### src/rtl/rv_pkg.sv
// Shared definitions for the instruction-fetch stage: NOP encoding, default
// word width and the fetch FSM state type.
package rv_pkg;

  localparam int unsigned DEFAULT_WORD_SIZE = 32;
  localparam logic [31:0] NOP_INSTR         = 32'h0000_0013;  // addi x0, x0, 0

  typedef enum logic [1:0] {
    ST_IDLE = 2'd0,
    ST_RUN  = 2'd1,
    ST_HALT = 2'd2
  } fetch_state_e;

endpackage

### src/rtl/fetch_fifo.sv
// Response buffer for the fetch stage: DEPTH entries of WIDTH bits,
// synchronous push/pop with a clear that empties it in one edge.
module fetch_fifo #(
  parameter int unsigned WIDTH = 64,
  parameter int unsigned DEPTH = 2
) (
  input  logic                       clk,
  input  logic                       rst_n,
  input  logic                       push_i,
  input  logic                       pop_i,
  input  logic                       clear_i,
  input  logic [WIDTH-1:0]           wdata_i,
  output logic [WIDTH-1:0]           rdata_o,
  output logic                       full_o,
  output logic                       empty_o,
  output logic [$clog2(DEPTH+1)-1:0] count_o
);

  localparam int unsigned PTR_W = $clog2(DEPTH);
  localparam int unsigned CNT_W = $clog2(DEPTH+1);

  logic [WIDTH-1:0] mem_q [DEPTH];
  logic [PTR_W-1:0] wr_ptr_q, rd_ptr_q;
  logic [CNT_W-1:0] count_q;
  logic             do_push, do_pop;

  assign empty_o = (count_q == '0);
  assign full_o  = (count_q == CNT_W'(DEPTH));
  assign count_o = count_q;
  assign rdata_o = mem_q[rd_ptr_q];
  assign do_pop  = pop_i && !empty_o;
  assign do_push = push_i && (!full_o || do_pop);

  // NOTE: sequential state is always written with non-blocking assignments so
  // every register samples pre-edge values regardless of statement order.
  always_ff @(posedge clk or negedge rst_n) begin
    if (!rst_n) begin
      wr_ptr_q <= '0;
      rd_ptr_q <= '0;
      count_q  <= '0;
    end else if (clear_i) begin
      wr_ptr_q <= '0;
      rd_ptr_q <= '0;
      count_q  <= '0;
    end else begin
      if (do_push) wr_ptr_q <= wr_ptr_q + PTR_W'(1);
      if (do_pop)  rd_ptr_q <= rd_ptr_q + PTR_W'(1);
      count_q <= count_q + CNT_W'(do_push) - CNT_W'(do_pop);
    end
  end

  // NOTE: storage has no reset; stale contents are never visible because
  // reads are qualified by count/empty, and leaving it unreset keeps it RAM-friendly.
  always_ff @(posedge clk) begin
    if (do_push) mem_q[wr_ptr_q] <= wdata_i;
  end

  // The fetch credit scheme must never let a response land in a full buffer.
  a_no_overflow: assert property (@(posedge clk) disable iff (!rst_n) !(push_i && full_o));

endmodule

### src/rtl/fetch_unit.sv
// Instruction-fetch stage: owns the PC, issues word reads, buffers responses
// and feeds if_id_reg. Optional macro IF_MISALIGN_TRAP_EN adds a misalign trap.
module fetch_unit
  import rv_pkg::*;
#(
  parameter int unsigned          WORD_SIZE = DEFAULT_WORD_SIZE,
  parameter logic [WORD_SIZE-1:0] RESET_PC  = '0,
  parameter int unsigned          BUF_DEPTH = 2
) (
  input  logic                 clk,
  input  logic                 rst_n,
  input  logic                 stall,
  input  logic                 redirect,
  input  logic [WORD_SIZE-1:0] redirect_pc,
  output logic                 imem_req_valid,
  input  logic                 imem_req_ready,
  output logic [WORD_SIZE-1:0] imem_addr,
  input  logic                 imem_rsp_valid,
  input  logic [WORD_SIZE-1:0] imem_rsp_data,
  output logic [WORD_SIZE-1:0] instr,
  output logic [WORD_SIZE-1:0] pc,
  output logic                 fetch_valid
`ifdef IF_MISALIGN_TRAP_EN
  ,
  output logic                 fetch_misalign,
  output logic [WORD_SIZE-1:0] fetch_misalign_pc
`endif
);

  localparam int unsigned CNT_W = $clog2(BUF_DEPTH+1);

  fetch_state_e         state_q, state_d;
  logic [WORD_SIZE-1:0] fetch_pc_q, fetch_pc_d;
  logic [WORD_SIZE-1:0] rsp_pc_q, rsp_pc_d;        // PC of the next response that will be kept
  logic [CNT_W-1:0]     outstanding_q, outstanding_d;
  logic [CNT_W-1:0]     drop_cnt_q, drop_cnt_d;

  logic                   fifo_push, fifo_pop, fifo_full, fifo_empty;
  logic [CNT_W-1:0]       fifo_count;
  logic [2*WORD_SIZE-1:0] fifo_rdata;
  logic [CNT_W:0]         in_flight;
  logic                   has_credit, accept, rsp_drop, rsp_push;
  logic [WORD_SIZE-1:0]   redirect_target;

`ifdef IF_MISALIGN_TRAP_EN
  logic                 misalign_q, misalign_d;
  logic [WORD_SIZE-1:0] misalign_pc_q, misalign_pc_d;
  logic                 redir_misaligned;

  assign redir_misaligned  = redirect && (redirect_pc[1:0] != 2'b00);
  assign redirect_target   = redirect_pc;
  assign fetch_misalign    = misalign_q;
  assign fetch_misalign_pc = misalign_pc_q;
`else
  assign redirect_target = redirect_pc & ~WORD_SIZE'(3);
`endif

  // Every request holds a buffer slot from issue until it is popped.
  assign in_flight  = {1'b0, outstanding_q} + {1'b0, fifo_count};
  assign has_credit = (in_flight < (CNT_W+1)'(BUF_DEPTH)) && !fifo_full;

  assign imem_req_valid = (state_q == ST_RUN) && has_credit && !redirect;
  assign imem_addr      = fetch_pc_q;
  assign accept         = imem_req_valid && imem_req_ready;
  assign rsp_drop       = imem_rsp_valid && (drop_cnt_q != '0);
  assign rsp_push       = imem_rsp_valid && (drop_cnt_q == '0);

  assign fifo_push = rsp_push && !redirect;
  assign fifo_pop  = !fifo_empty && !stall && !redirect;

  assign fetch_valid = !fifo_empty && !redirect;
  assign instr       = fetch_valid ? fifo_rdata[WORD_SIZE-1:0] : WORD_SIZE'(NOP_INSTR);
  assign pc          = fetch_valid ? fifo_rdata[2*WORD_SIZE-1:WORD_SIZE] : '0;

  // NOTE: every always_comb output gets a default first so no path can infer a latch.
  always_comb begin
    state_d = state_q;
    unique case (state_q)
      ST_IDLE: state_d = ST_RUN;
      ST_RUN:  state_d = ST_RUN;
      ST_HALT: state_d = ST_HALT;
      default: state_d = ST_IDLE;
    endcase
`ifdef IF_MISALIGN_TRAP_EN
    if (redirect) state_d = redir_misaligned ? ST_HALT : ST_RUN;
`endif
  end

  always_comb begin
    fetch_pc_d    = fetch_pc_q;
    rsp_pc_d      = rsp_pc_q;
    drop_cnt_d    = drop_cnt_q;
    outstanding_d = outstanding_q + CNT_W'(accept) - CNT_W'(imem_rsp_valid);
    if (accept)   fetch_pc_d = fetch_pc_q + WORD_SIZE'(4);
    if (rsp_push) rsp_pc_d   = rsp_pc_q + WORD_SIZE'(4);
    if (rsp_drop) drop_cnt_d = drop_cnt_q - CNT_W'(1);
    // Everything still in flight after this edge belongs to the squashed path.
    if (redirect) begin
      fetch_pc_d = redirect_target;
      rsp_pc_d   = redirect_target;
      drop_cnt_d = outstanding_d;
    end
  end

`ifdef IF_MISALIGN_TRAP_EN
  always_comb begin
    misalign_d    = misalign_q;
    misalign_pc_d = misalign_pc_q;
    if (redirect) begin
      misalign_d = redir_misaligned;
      if (redir_misaligned) misalign_pc_d = redirect_pc;
    end
  end
`endif

  always_ff @(posedge clk or negedge rst_n) begin
    if (!rst_n) begin
      state_q       <= ST_IDLE;
      fetch_pc_q    <= RESET_PC;
      rsp_pc_q      <= RESET_PC;
      outstanding_q <= '0;
      drop_cnt_q    <= '0;
`ifdef IF_MISALIGN_TRAP_EN
      misalign_q    <= 1'b0;
      misalign_pc_q <= '0;
`endif
    end else begin
      state_q       <= state_d;
      fetch_pc_q    <= fetch_pc_d;
      rsp_pc_q      <= rsp_pc_d;
      outstanding_q <= outstanding_d;
      drop_cnt_q    <= drop_cnt_d;
`ifdef IF_MISALIGN_TRAP_EN
      misalign_q    <= misalign_d;
      misalign_pc_q <= misalign_pc_d;
`endif
    end
  end

  fetch_fifo #(
    .WIDTH(2*WORD_SIZE),
    .DEPTH(BUF_DEPTH)
  ) u_fifo (
    .clk    (clk),
    .rst_n  (rst_n),
    .push_i (fifo_push),
    .pop_i  (fifo_pop),
    .clear_i(redirect),
    .wdata_i({rsp_pc_q, imem_rsp_data}),
    .rdata_o(fifo_rdata),
    .full_o (fifo_full),
    .empty_o(fifo_empty),
    .count_o(fifo_count)
  );

endmodule

### config.mk
export PLATFORM = sky130hd
export DESIGN_NAME = fetch_unit
export DESIGN_NICKNAME = d
export VERILOG_FILES = /design/src/rtl/rv_pkg.sv /design/src/rtl/fetch_fifo.sv /design/src/rtl/fetch_unit.sv
export SDC_FILE = /design/constraint.sdc
export NUM_CORES = 1
export LEC_CHECK = 0
export CAP_MARGIN = 20
export CELL_PAD_IN_SITES_DETAIL_PLACEMENT = 0
export CELL_PAD_IN_SITES_GLOBAL_PLACEMENT = 2
export CORE_MARGIN = 2
export CORE_UTILIZATION = 36
export CTS_BUF_LIST = sky130_fd_sc_hd__clkbuf_8
export CTS_CLUSTER_DIAMETER = 100
export DETAILED_ROUTE_END_ITERATION = 8
export PLACE_DENSITY_LB_ADDON = 0.1
export SYNTH_ARGS = -nofsm -noshare
export SYNTH_HDL_FRONTEND = slang
export SYNTH_SLANG_ARGS = --single-unit
### constraint.sdc
create_clock -name clk -period 5.7 [get_ports clk]
set_clock_uncertainty 0.05 [all_clocks]
set_input_delay 0.855 -clock clk [delete_from_list [all_inputs] [get_ports clk]]
set_output_delay 0.855 -clock clk [all_outputs]
set_load 0.02 [all_outputs]
## Word-level counts from Yosys, hierarchy flattened

Memory sizes are Yosys's and may differ from the RTL's.
Index checks and enable logic that the tools add are counted.

| word-level totals | value |
|---|---|
| memory bits (writable) | 128 |
| memories | 1 |
| input bits | 70 |
| register bits after elaboration | 74 |
| output and inout port bits | 98 |
| logic and storage cells | 66 |

| cells by class | value |
|---|---|
| $lt $le $gt $ge | 1 |
| equality and inequality tests | 3 |
| reduce and logical (&&, ||, !) cells | 27 |
| muxes and demuxes | 16 |
| add/subtract/negate cells | 10 |

Memory list:

| memory | words | width | read ports | clocked after memory_dff | wr ports | RTL line | source |
|---|---|---|---|---|---|---|---|
| u_fifo.mem_q | 2 | 64 | 1 | 0 | 1 | fetch_fifo.sv:22 | `logic [WIDTH-1:0] mem_q [DEPTH];` |

Operator list:

| kind | number |
|---|---|
| 32-bit two-way mux | 6 |
| 32-bit by 3-bit adder with 32-bit output (second input constant) | 2 |
| 1-bit logical AND | 12 |
| 2-bit nonzero test | 6 |
| 2-bit logical NOT | 3 |
| 1-bit two-way mux | 6 |
| 2-bit two-way mux | 3 |
| 2-bit by 1-bit adder with 2-bit output | 2 |
| 2-bit equality test (second input constant) | 2 |
| 1-bit logical NOT | 4 |
| 2-bit case mux with 2 select lines | 1 |
| 2-bit by 1-bit subtractor with 2-bit output | 2 |
| 2-bit by 2-bit adder with 3-bit output | 1 |
| 3-bit by 2-bit less-than comparator with 1-bit output (second input constant) | 1 |
| 1-bit adder (second input constant) | 2 |
| 2-bit by 1-bit equality test with 1-bit output (second input constant) | 1 |
| 2-bit OR reduction | 1 |
| 2-bit by 1-bit subtractor with 2-bit output (second input constant) | 1 |
| 1-bit logical OR | 1 |

## Longest topological paths before layout

| depth | value |
|---|---|
| depth in word-level cells | 10 |
| mapped depth | 13 |
| depth with buffers taken out | 12 |

## Cells and area by module

A second synthesis with hierarchy kept.

| unflattened totals | value |
|---|---|
| cells, all modules | 700 |
| area, all modules | 8,943.6 sq um |

Modules (own cells, without submodules):

| module | sequential area each (sq um) | area an instance (sq um) | cells an instance | times used |
|---|---|---|---|---|
| fetch_fifo | 3,943.8 | 4,898.4 | 229 | 1 |
| fetch_unit | 1,651.6 | 4,045.1 | 471 | 1 |

## Worst setup path after synthesis

No wires, ideal clock.

| timing path | value |
|---|---|
| path type | input to register |
| from | input redirect |
| to | memory u_fifo.mem_q[0][0] (enable) |
| arrival time | 4,168 ps |
| buffers on the path | 1 |
| required time | 5,159 ps |
| path slack | 991 ps |
| stages | 3 |
| setup time | 491 ps |
| path through | buf_2 > a211oi_1 > nor2b_1 |

| on the way | value |
|---|---|
| cells in the longest elaborated chain, start to end | 7 |
| elaborated cells between the ends (all ways) | 8 |
| those cells by class | 2 x mux; 6 x reduce/logical |

Ends and longest elaborated chain:

| what | RTL line | source |
|---|---|---|
| start, declared | fetch_unit.sv:13 | `input logic redirect,` |
| 1-bit logical NOT (*) | fetch_unit.sv:68, fetch_unit.sv:69 |  |
| 1-bit logical AND | fetch_unit.sv:69 | `assign fifo_pop = !fifo_empty && !stall && !redirect;` |
| 1-bit logical AND | fetch_fifo.sv:31 | `assign do_pop = pop_i && !empty_o;` |
| 1-bit logical OR | fetch_fifo.sv:32 | `assign do_push = push_i && (!full_o \|\| do_pop);` |
| 1-bit logical AND (*) | fetch_fifo.sv:32 |  |
| 1-bit two-way mux (*) | fetch_fifo.sv:55 | `if (do_push) mem_q[wr_ptr_q] <= wdata_i;` |
| 1-bit two-way mux (implied by the code) (*) | fetch_fifo.sv:55 |  |
| end, declared | fetch_fifo.sv:22 |  |

Mark *: on every way between the ends. The rest lies on a longest branch, timed or not.

## Worst setup path in the final report

| timing path | value |
|---|---|
| from | register u_fifo.count_q[1], in the netlist u_fifo.count_o[1] |
| to | output pc[19] |

| on the way | value |
|---|---|
| cells in the longest elaborated chain, start to end | 4 |

Ends and longest elaborated chain:

| what | RTL line | source |
|---|---|---|
| start, declared | fetch_fifo.sv:24 | `logic [CNT_W-1:0] count_q;` |
| start signal, assigned | fetch_fifo.sv:48 | `count_q <= count_q + CNT_W'(do_push) - CNT_W'(do_pop);` |
| 2-bit logical NOT | fetch_fifo.sv:27 | `assign empty_o = (count_q == '0);` |
| 1-bit logical NOT | fetch_unit.sv:71 | `assign fetch_valid = !fifo_empty && !redirect;` |
| 1-bit logical AND | fetch_unit.sv:71 |  |
| 32-bit two-way mux | fetch_unit.sv:73 | `assign pc = fetch_valid ? fifo_rdata[2*WORD_SIZE-1:WORD_SIZE] : '0;` |
| end, declared | fetch_unit.sv:21 | `output logic [WORD_SIZE-1:0] pc,` |

Every way passes these cells.

==> impl_results.md <==
- RSZ-0062 raised after global routing: false
- Port Buffer Count: 161
- Worst min-delay path category: reg -> reg
- Slew margin rel.: between 30% and 40%
- Number of distinct library cell variants in the gate-level netlist after synthesis: 56
- Total negative slack: 0 ns
- WS Path Type: reg -> out
- Post-synthesis async set-or-reset flop share: approximately 36%
- Launching element type of the critical path: flip-flop
- Number of vias in the routed layout: between 5000 and 6000
- Cell count after placement: 1145
- Initial Util: between 30% and 40%
- HPWL after detailed placement: about 14 mm
- DIE HEIGHT: ~160 µm
- Crit. End Element: output pin
- Most common flop cell mapped by yosys: sky130_fd_sc_hd__edfxtp_1
- Postcts setup bufs: 0
- Area of all sequential standard cells: approximately 0.0055 mm²
- Top library cells by usage in the layout, fill and taps aside: sky130_fd_sc_hd__clkdlybuf4s50_1, sky130_fd_sc_hd__edfxtp_1, sky130_fd_sc_hd__nor2_1
- Count of state elements after synthesis: 194
- Final critical-path share of the clock period: between 60% and 70%
- Synthesized cell area: roughly 0.0086 mm²
- Area of the multi-input gates: roughly 0.0029 mm²
- Clock tree from TritonCTS: yes
- Antenna violations before repair: 0
- Outcome: finished clean
- Root buffer cell: sky130_fd_sc_hd__clkbuf_8
- Die outline area: 0.0250 mm²
- Ys Warns: 0
- Fillers: 2166
- Number of remaining DRC errors: 0
- Hold Worst Slack: between 0.4 and 0.5 ns
- Number of buffers added by the clock tree synthesis step: 17
- Final Slew Violations: 0
- Post-DR wirelength/cell: around 17 µm
- Post-synth EDFFs: 124
- Number of sinks driven by the clock tree: around 190
- Max VDD drop: roughly 120 µV
- Resize count post-CTS: 0
- Time the final worst path needs with I/O delays and setup: 3.72 ns
- Gpl congestion: 0.787
- Number of failing hold endpoints at the final stage: 0
- Avg Inst Size Synth: between 10 and 15 µm²
- H-Tree Level Count: 4
- Part of the Yosys area used for sequential elements: between 60% and 70%
- CP required: 4.80 ns
- Area of the placeable core: ~0.023 mm²
- Detailed-router iteration count before antenna repair: 4
- Overall overflow remaining after global route: 0
- Number of standard cells after synthesis: 689
- Clock-pin slew on the worst setup and hold paths: approximately 0.11 ns
- Aggregate routed wire length: around 20 mm
- Pin count of the biggest net entering global routing: 71
- First-pass GRT wire length: approximately 31 mm
- Number of global-route vias before repair: roughly 5700
- Floorplan die width: 158 µm
- Static Leak: roughly 0.0038 µW
- Quantity of hold-fixing buffers added after cts: 0
- Most common cell after layout, fill and taps aside: sky130_fd_sc_hd__clkdlybuf4s50_1
- Clock Latency Late Sink: ~0.46 ns
- Cell family with most CP delay: buffers and inverters
- Pwr dens: between 300 and 400 mW/mm²
- Number of nets with antenna violations after routing: 0
- Critical path buffer and inverter count: 2
- Peak Freq: ~270 MHz
- Final count of negative-setup-slack endpoints: 0
- Max-cap violations: 0
- Slowest-stage cell, CP: sky130_fd_sc_hd__o21ai_4
- Number of ports placed on the die boundary: about 170
- Inserted Diodes: 0
- Initial DRC count: around 330
- Ratio of routed vias to standard cells: ~4.9
- Worst-margin pin slew: 1.02 ns
- Net total in the final layout: about 920
- Layout cell share with drive strength beyond 1: 7.22%
- Filler-free cell count of the finished design: roughly 1200
- Number of buffers on the longest clock path: 2
- Worst-path cell chain: o21ai_4, buf_4, nor2_1, clkdlybuf4s50_1
- Data arrival at the endpoint of the critical path: 2.81 ns
- Total global routing track utilization: about 16%
- Layout Area Growth over Synthesis: 27.6%
- Maximum fanout count along the critical path: 37
- Worst path max stage delay: 0.83 ns
- Number of placement rows: 56
metrics by stage:
stage | worst slack, ns | utilization, % | instance area, µm² | power (µW)
after floorplan | 0.991 | - | 8570 | 2340
after global placement | 1.95 | 44.9 | 10500 | 2720
final | 1.98 | 46.7 | 10900 | 3590
after global routing | 1.79 | 46.7 | 10900 | 3790
after detailed placement | 1.90 | 44.9 | 10500 | 2730
after CTS | 1.90 | 46.6 | 10900 | 3640
routing by layer:
metal,track usage (%),up-vias,part of all wire [%]
met3,3.56,9,5.7
met2,24.1,162,44
met1,24.0,2767,49
met5,0,-,0
met4,4.29,0,0.85
li1,-,2814,-
where the power goes:
part | switching, µW | total, µW | internal [µW]
registers | 140 | 1800 | 1660
clock network | 526 | 893 | 367
logic | 482 | 896 | 414
cells in the mapped netlist (all sizes together) (2+ instances only):
cell | n | share of area, %
edfxtp | 124 | 44
nor2 | 82 | 3.6
dfrtp | 70 | 20
mux2i | 65 | 7.6
nand2 | 54 | 2.4
o21ai | 36 | 2.1
nand3 | 34 | 2.0
xnor2 | 24 | 2.5
inv | 20 | 0.88
clkbuf | 19 | 0.83
buf | 16 | 0.92
nand4 | 16 | 1.2
o211ai | 15 | 1.4
nor3 | 12 | 0.70
xor2 | 11 | 1.1
and2 | 9 | 0.66
and3 | 9 | 0.66
or4 | 9 | 0.79
ha | 7 | 1.0
mux2 | 7 | 0.92
o311ai | 6 | 0.70
and4 | 5 | 0.51
a21oi | 4 | 0.23
nor2b | 4 | 0.29
nor4 | 3 | 0.39
a21o | 2 | 0.18
a31o | 2 | 0.20
a31oi | 2 | 0.15
a41oi | 2 | 0.20
nand4b | 2 | 0.20
or3 | 2 | 0.15
final cells by class:
type,instances,share of cell area [%]
sequential,194,50.2
multi-input combinational,442,26.4
timing repair buffer,171,15.5
tap,319,3.65
clock buffer,17,2.14
clock inverter,15,1.51
inverter,20,0.687
cell families (layout without fill, tap and decap cells):
family          after synthesis  after routing  share of synthesized area (%)
fa+ha+maj                     8              8                           1.26
simple gates                246            246                           13.9
xor+xnor                     35             35                           3.58
mux                          72             72                           8.52
buf+inv                      56            223                           2.75
compound gates               77             77                           5.92
flops                       194            194                           64.0
other cells                   1              4                         0.0438
worst paths after layout:
kind,from,to,slack [ns],cells past startpoint
setup / recovery,u_fifo.count_o[1],pc[19],1.98,4
hold / removal,state_q[0],state_q[1],0.41,1
setup reg to reg,u_fifo.count_o[0],imem_addr[12],2.32,9
hold reg to reg,state_q[0],state_q[1],0.41,1
max in group asynchronous,rst_n,u_fifo.rd_ptr_q,4.35,2
min in group asynchronous,rst_n,imem_addr[2],0.56,2
flip-flops by register name, indices dropped and copies added, names as in the netlist:
register         cells
u_fifo.count_o       2
u_fifo.wr_ptr_q      1
imem_addr           30
state_q              2
outstanding_q        2
u_fifo.mem_q       124
rsp_pc_q            30
drop_cnt_q           2
u_fifo.rd_ptr_q      1
Power figures use the tool's default switching activity.
